**config.mk**
```make
export PLATFORM = sky130hd
export DESIGN_NAME = tile_color_buffer
export DESIGN_NICKNAME = d
export VERILOG_FILES = /design/src/rtl/vga_pkg.sv /design/src/rtl/tile_bank.sv /design/src/rtl/tile_color_buffer.sv
export SDC_FILE = /design/constraint.sdc
export NUM_CORES = 2
export LEC_CHECK = 0
export CORE_ASPECT_RATIO = 1.75
export CORE_MARGIN = 1.5
export CORE_UTILIZATION = 30
export DETAILED_ROUTE_END_ITERATION = 16
export DONT_BUFFER_PORTS = 1
export PLACE_DENSITY = 0.41
export SYNTH_ARGS = -nofsm -noshare
export SYNTH_HDL_FRONTEND = slang
export SYNTH_SLANG_ARGS = --single-unit
```
**constraint.sdc**
```tcl
create_clock -name clk -period 5.9 [get_ports clk]
set_input_delay 1.18 -clock clk [delete_from_list [all_inputs] [get_ports clk]]
set_output_delay 1.18 -clock clk [all_outputs]
set_load 0.01 [all_outputs]
```
**src/rtl/vga_pkg.sv**
```systemverilog
// Shared definitions for the tile colour path.
// Provides sizing constants, the commit FSM state type, and the mapping from
// a {row[2:0],col[2:0]} tile address to a storage index 0..48, where any
// row >= N_ROWS collapses onto the single background entry.
package vga_pkg;

  localparam int unsigned COLOR_W     = 8;
  localparam int unsigned TILE_ADDR_W = 6;
  localparam int unsigned N_COLS      = 8;
  localparam int unsigned N_ROWS      = 6;
  localparam int unsigned N_TILES     = 48;
  localparam int unsigned BG_INDEX    = 48;
  localparam int unsigned N_ENTRIES   = N_TILES + 1;

  typedef enum logic [1:0] {
    IDLE,
    PENDING,
    COPY
  } state_t;

  // For rows below N_ROWS, row*8+col is exactly the address itself.
  function automatic logic [TILE_ADDR_W-1:0] tile_index(input logic [TILE_ADDR_W-1:0] addr);
    if (addr[5:3] >= 3'(N_ROWS)) begin
      return TILE_ADDR_W'(BG_INDEX);
    end
    return addr;
  endfunction

endpackage

```
**src/rtl/tile_bank.sv**
```systemverilog
// 49x8 flop-based colour register file.
// Ports:
//   clk, rst          clock, synchronous active-high reset
//   we/waddr/wdata    single write port (index 0..48)
//   raddr/rdata       registered read port, 1-cycle latency, resets to 0
//   cp_addr/cp_data   combinational read used as the copy-back source
// Reset: tile entries 0, background entry BG_RESET.
module tile_bank
  import vga_pkg::*;
#(
  parameter logic [COLOR_W-1:0] BG_RESET = 8'h00
) (
  input  logic                   clk,
  input  logic                   rst,
  input  logic                   we,
  input  logic [TILE_ADDR_W-1:0] waddr,
  input  logic [COLOR_W-1:0]     wdata,
  input  logic [TILE_ADDR_W-1:0] raddr,
  output logic [COLOR_W-1:0]     rdata,
  input  logic [TILE_ADDR_W-1:0] cp_addr,
  output logic [COLOR_W-1:0]     cp_data
);

  logic [COLOR_W-1:0] mem [N_ENTRIES];

  always_ff @(posedge clk) begin
    if (rst) begin
      for (int unsigned i = 0; i < N_ENTRIES; i++) begin
        mem[i[5:0]] <= (i == BG_INDEX) ? BG_RESET : '0;
      end
      rdata <= '0;
    end else begin
      if (we) begin
        mem[waddr] <= wdata;
      end
      rdata <= mem[raddr];
    end
  end

  // The copy engine reads the front bank while the display also reads it, so
  // it needs its own unregistered port.
  always_comb begin
    cp_data = mem[cp_addr];
  end

endmodule

```
**src/rtl/tile_color_buffer.sv**
```systemverilog
// Double-buffered tile colour store feeding the VGA output stage.
// Ports:
//   clk, rst        pixel clock, synchronous active-high reset
//   rd_addr/rd_data display read {row,col} -> colour, 1-cycle latency,
//                   rows >= 6 return the background colour
//   frame_start     frame boundary pulse; the only point a bank swap happens
//   wr_valid/wr_ready/wr_addr/wr_data
//                   host write into the back bank, accepted only in IDLE
//   commit_req      request to publish the back bank at the next frame_start
//   commit_busy     high while a commit is pending or copying back
// After a swap, the new front bank is copied into the new back bank one entry
// per cycle so the host continues editing from the displayed image.
module tile_color_buffer
  import vga_pkg::*;
#(
  parameter logic [COLOR_W-1:0] BG_RESET = 8'h00
) (
  input  logic                   clk,
  input  logic                   rst,
  input  logic [TILE_ADDR_W-1:0] rd_addr,
  output logic [COLOR_W-1:0]     rd_data,
  input  logic                   frame_start,
  input  logic                   wr_valid,
  output logic                   wr_ready,
  input  logic [TILE_ADDR_W-1:0] wr_addr,
  input  logic [COLOR_W-1:0]     wr_data,
  input  logic                   commit_req,
  output logic                   commit_busy
);

  state_t                 state, state_nxt;
  logic                   front_sel;
  logic                   sel_q;
  logic                   swap;
  logic [TILE_ADDR_W-1:0] idx;

  logic                   back_we;
  logic [TILE_ADDR_W-1:0] back_addr;
  logic [COLOR_W-1:0]     back_data;
  logic [TILE_ADDR_W-1:0] rd_index;
  logic [COLOR_W-1:0]     b0_rdata, b1_rdata;
  logic [COLOR_W-1:0]     b0_cp, b1_cp;
  logic [COLOR_W-1:0]     front_cp;

  always_ff @(posedge clk) begin
    if (rst) begin
      state     <= IDLE;
      front_sel <= 1'b0;
      sel_q     <= 1'b0;
      idx       <= '0;
    end else begin
      state <= state_nxt;
      // sel_q tracks which bank produced the registered read, so the read in
      // the swap cycle still comes from the old front bank.
      sel_q <= front_sel;
      if (swap) begin
        front_sel <= ~front_sel;
      end
      if (state == PENDING) begin
        idx <= '0;
      end else if (state == COPY && idx != TILE_ADDR_W'(BG_INDEX)) begin
        idx <= idx + 1'b1;
      end
    end
  end

  always_comb begin
    state_nxt   = state;
    wr_ready    = 1'b0;
    commit_busy = 1'b0;
    swap        = 1'b0;
    case (state)
      IDLE: begin
        wr_ready = 1'b1;
        if (commit_req) begin
          state_nxt = PENDING;
        end
      end
      PENDING: begin
        commit_busy = 1'b1;
        if (frame_start) begin
          swap      = 1'b1;
          state_nxt = COPY;
        end
      end
      COPY: begin
        commit_busy = 1'b1;
        if (idx == TILE_ADDR_W'(BG_INDEX)) begin
          state_nxt = IDLE;
        end
      end
      default: state_nxt = IDLE;
    endcase
  end

  // Back bank write source: host in IDLE, copy engine in COPY.
  always_comb begin
    front_cp  = front_sel ? b1_cp : b0_cp;
    back_we   = (state == IDLE && wr_valid) || (state == COPY);
    back_addr = (state == COPY) ? idx : tile_index(wr_addr);
    back_data = (state == COPY) ? front_cp : wr_data;
    rd_index  = tile_index(rd_addr);
    rd_data   = sel_q ? b1_rdata : b0_rdata;
  end

  tile_bank #(.BG_RESET(BG_RESET)) u_bank0 (
    .clk     (clk),
    .rst     (rst),
    .we      (back_we & front_sel),
    .waddr   (back_addr),
    .wdata   (back_data),
    .raddr   (rd_index),
    .rdata   (b0_rdata),
    .cp_addr (idx),
    .cp_data (b0_cp)
  );

  tile_bank #(.BG_RESET(BG_RESET)) u_bank1 (
    .clk     (clk),
    .rst     (rst),
    .we      (back_we & ~front_sel),
    .waddr   (back_addr),
    .wdata   (back_data),
    .raddr   (rd_index),
    .rdata   (b1_rdata),
    .cp_addr (idx),
    .cp_data (b1_cp)
  );

endmodule
```
==> impl_metrics.py <==
metrics = {
    "clock_network": {
        "postCtsSetupBuffers": 0,
        "clk_latency_ns": 0.74,
        "cts_sinks": 1056,
        "cts.root.buffer_cell": "clkbuf_16",
        "clk_path_buf_depth": 3,
        "post_cts_resized": 0,
        "ctsHoldBuffers": 0,
        "ctsHtreeMaxLevel": 3,
        "cts_tree": "yes",
        "clkTransAtPathRegs_ns": 0.07,
        "cts_made_buffers": 102,
    },
    "power": {
        "ir_worst_vdd_mv": 0.2086,
        "cellPowerDensity_nw_per_um2": 308.4,
        "p_leak_nw": 19.01,
    },
    "run_status": {
        "status": "completed",
    },
    "synthesis": {
        "synth_cell_types": 61,
        "syn-cell-area_um2": 53350,
        "synthArstFlopShare_pct": 0,
        "ys_ff_latch": 1056,
        "synth_compound_area_share_pct": 7.753,
        "post-synth-top-count-cell": "edfxtp_1",
        "syn_inst": 4008,
        "synthDominantCellAreaShare_pct": 57.63,
        "synth_area_leader_cell": "edfxtp_1",
        "seq_area_frac_synth_pct": 58.84,
        "synth_top_family_by_area": "multiplexers",
        "synth_warnings": 0,
        "synth_edf_count": 1024,
        "synth_common_cells": "edfxtp_1 (1024), nor2_1 (486), nor3_1 (374)",
        "syn-num-nets": 4039,
        "synth_area_leaders": "edfxtp_1 (58%), mux4_2 (8.9%), mux2i_1 (5.0%)",
        "post_synth.cell_area_avg_um2": 13.31,
        "synthFlopType": "edfxtp_1",
        "synthAdderAreaFrac_pct": 0.1407,
        "synth-simple-area-share_pct": 12.09,
        "synth_xor_area_share_pct": 0.08208,
        "muxShareOfSynthArea_pct": 16.75,
    },
    "timing": {
        "tightest_slew_ns": 1.458,
        "setup_ws_ns": 1.179,
        "fin_setup_tns_ns": 0,
        "slew_viol_final": 0,
        "slew_headroom_pct": 2.782,
        "setup_viol_count_final": 0,
        "layout_min_cycle_time_ns": 4.721,
        "fmax_ghz": 0.2118,
        "rsz0062_at_grt": "false",
        "skew_ns": 0.04589,
        "finalHoldViolations": 0,
        "finalCritPeriodShare_pct": 80.02,
    },
    "cells_and_area": {
        "final_util_pct": 33.43,
        "nets": 3935,
        "fillers": 17560,
        "syn2layout_area_growth_pct": 10.68,
        "drive_gt1_share_pct": 19.22,
    },
    "worst_setup_path": {
        "crit_path_max_fanout": 30,
        "rr_endpoint": "u_bank1.mem[36][3]",
        "rrSetupSlack_ns": 1.18,
        "worstSetupPathType": "flip-flop to flip-flop",
        "cp-end-kind": "flip-flop",
        "r2r_start": "state[0]",
        "crit_required_ns": 6.27,
        "cp-start-kind": "flip-flop",
        "critPathArrivalTime_ns": 5.09,
        "reg2reg_depth": 8,
    },
    "placed_design": {
        "dp_hpwl_um": 168000,
        "dp_slack_ns": 1.251,
        "gp_congestion": 0.9553,
        "numPortBuffers": 0,
    },
    "routing": {
        "wirelength_um": 241500,
        "vias": 37060,
        "routedWlPerCell_um": 37.96,
        "ant_nets": 0,
        "drc_errors": 0,
        "vias_per_cell": 5.826,
        "dr.first_iter.drc_count": 3664,
        "drt_pass1_iterations": 6,
    },
    "floorplanning": {
        "fp.dieH_um": 560.9,
        "die_area_um2": 180500,
        "start_util_pct": 30.21,
        "coreArea_um2": 176600,
        "die_w_um": 321.8,
        "rows": 204,
        "pin_count": 35,
    },
    "global_route": {
        "grt_pass1_wl_um": 323600,
        "track_usage_pct": 26.32,
        "grt_max_degree": 121,
        "grt_pass1_vias": 36980,
        "overflow": 0,
        "antenna_found_initial": 6,
    },
    "hold_path": {
        "hold_depth": 2,
        "hold_end": "state[1]",
        "hold_path.class": "flip-flop to flip-flop",
        "min_from": "state[1]",
    },
    "run": {
        "maxCapViolations": 0,
    },
}
[worst max-delay path, stage by stage, from the launching register on]
cell and delay [ns]:
dfxtp_1 0.33, inv_1 0.11, ha_2 0.79, nor2b_1 0.17, a22oi_1 0.65, nand2_1 0.25, nor2_4 1.05, nand2_1 0.48
nand2b_1 0.48
[how the worst max path moves through the flow]
stage                     startpoint                  to
final                       state[0]  u_bank1.mem[36][3]
after global placement      state[0]  u_bank1.mem[32][2]
after CTS                   state[0]  u_bank1.mem[32][2]
after floorplan           wr_addr[3]  u_bank1.mem[48][0]
after detailed placement    state[0]  u_bank1.mem[32][2]
after global routing        state[0]  u_bank1.mem[36][7]
[routing by layer]
metal | vias up | wire, µm | track usage, %
met4 | 2 | 20940 | 19.27
met1 | 19420 | 81910 | 27.64
met3 | 566 | 12780 | 3.779
met2 | 1650 | 125800 | 47.50
li1 | 15420 | - | -
met5 | - | 13 | 0
[final cells by class]
class | count | area (µm²) | area share, %
Clock inverter | 67 | 599.3 | 1.015
Tap cell | 2369 | 2964 | 5.019
Antenna cell | 3 | 7.507 | 0.01271
Clock buffer | 123 | 2715 | 4.598
Sequential cell | 1056 | 31400 | 53.18
Multi-Input combinational cell | 2575 | 19890 | 33.69
Timing Repair Buffer | 159 | 1431 | 2.424
Inverter | 10 | 37.54 | 0.06356
[power breakdown]
| group | internal (mW) | switching [mW] | total, mW | leakage, nW |
|---|---|---|---|---|
| clock network | 3.65 | 3.12 | 6.76 | 1.61 |
| logic | 0.665 | 2.00 | 2.66 | 6.88 |
| registers | 8.53 | 0.251 | 8.78 | 10.5 |
[through the flow]
step	instances	total power, mW	hold WS [ns]	area (µm²)
2_1_floorplan	4008	10.28	0.4532	53350
3_3_place_gp	6169	11.56	0.5280	55730
3_5_place_dp	6169	11.56	0.5365	55730
4_1_cts	6359	18.29	0.5491	59040
5_1_grt	6360	18.59	0.5504	59050
6_report	6362	18.21	0.5420	59050
[placed cells by master (no fill, tap or decap), types with 12 or more instances in the layout]
| master | Yosys | routed |
|---|---|---|
| nor3_2 | 28 | 33 |
| nand4_1 | 26 | 26 |
| nor3_1 | 374 | 368 |
| o21ai_0 | 37 | 37 |
| a2111oi_0 | 14 | 14 |
| o21bai_1 | 14 | 14 |
| a221oi_1 | 36 | 36 |
| buf_12 | 0 | 19 |
| o311ai_0 | 14 | 14 |
| clkbuf_16 | 0 | 105 |
| nor2_1 | 486 | 461 |
| a31oi_1 | 70 | 70 |
| edfxtp_1 | 1024 | 1024 |
| o221ai_1 | 32 | 32 |
| a21oi_1 | 72 | 71 |
| clkbuf_1 | 153 | 16 |
| mux2i_1 | 265 | 265 |
| buf_4 | 29 | 140 |
| o22ai_1 | 32 | 32 |
| nand3_1 | 39 | 39 |
| nand2b_1 | 108 | 108 |
| clkinv_2 | 0 | 22 |
| nor2b_1 | 18 | 12 |
| nor2_2 | 0 | 12 |
| a221o_1 | 42 | 42 |
| nand2_1 | 262 | 260 |
| a22oi_1 | 168 | 168 |
| dfxtp_1 | 32 | 27 |
| clkinv_1 | 0 | 17 |
| nor2_4 | 0 | 13 |
| mux2_2 | 138 | 138 |
| mux4_2 | 210 | 210 |
[sequential cells by signal, indices dropped and copies added (netlist names), named ones only]
signal	count
u_bank0.mem	512
u_bank1.mem	512
u_bank0.rdata	8
u_bank1.rdata	8
idx	6
state	2
front_sel	1
sel_q	1
[cells by family after synthesis]
logic type | count (synthesis)
buffers and inverters | 377
XOR/XNOR | 5
AO/OA/AOI/OAI | 572
multiplexers | 613
adder cells (fa/ha/maj) | 6
AND/OR/NAND/NOR | 1379
flip-flops | 1056
Note: power is estimated with default switching activity, not from simulation.
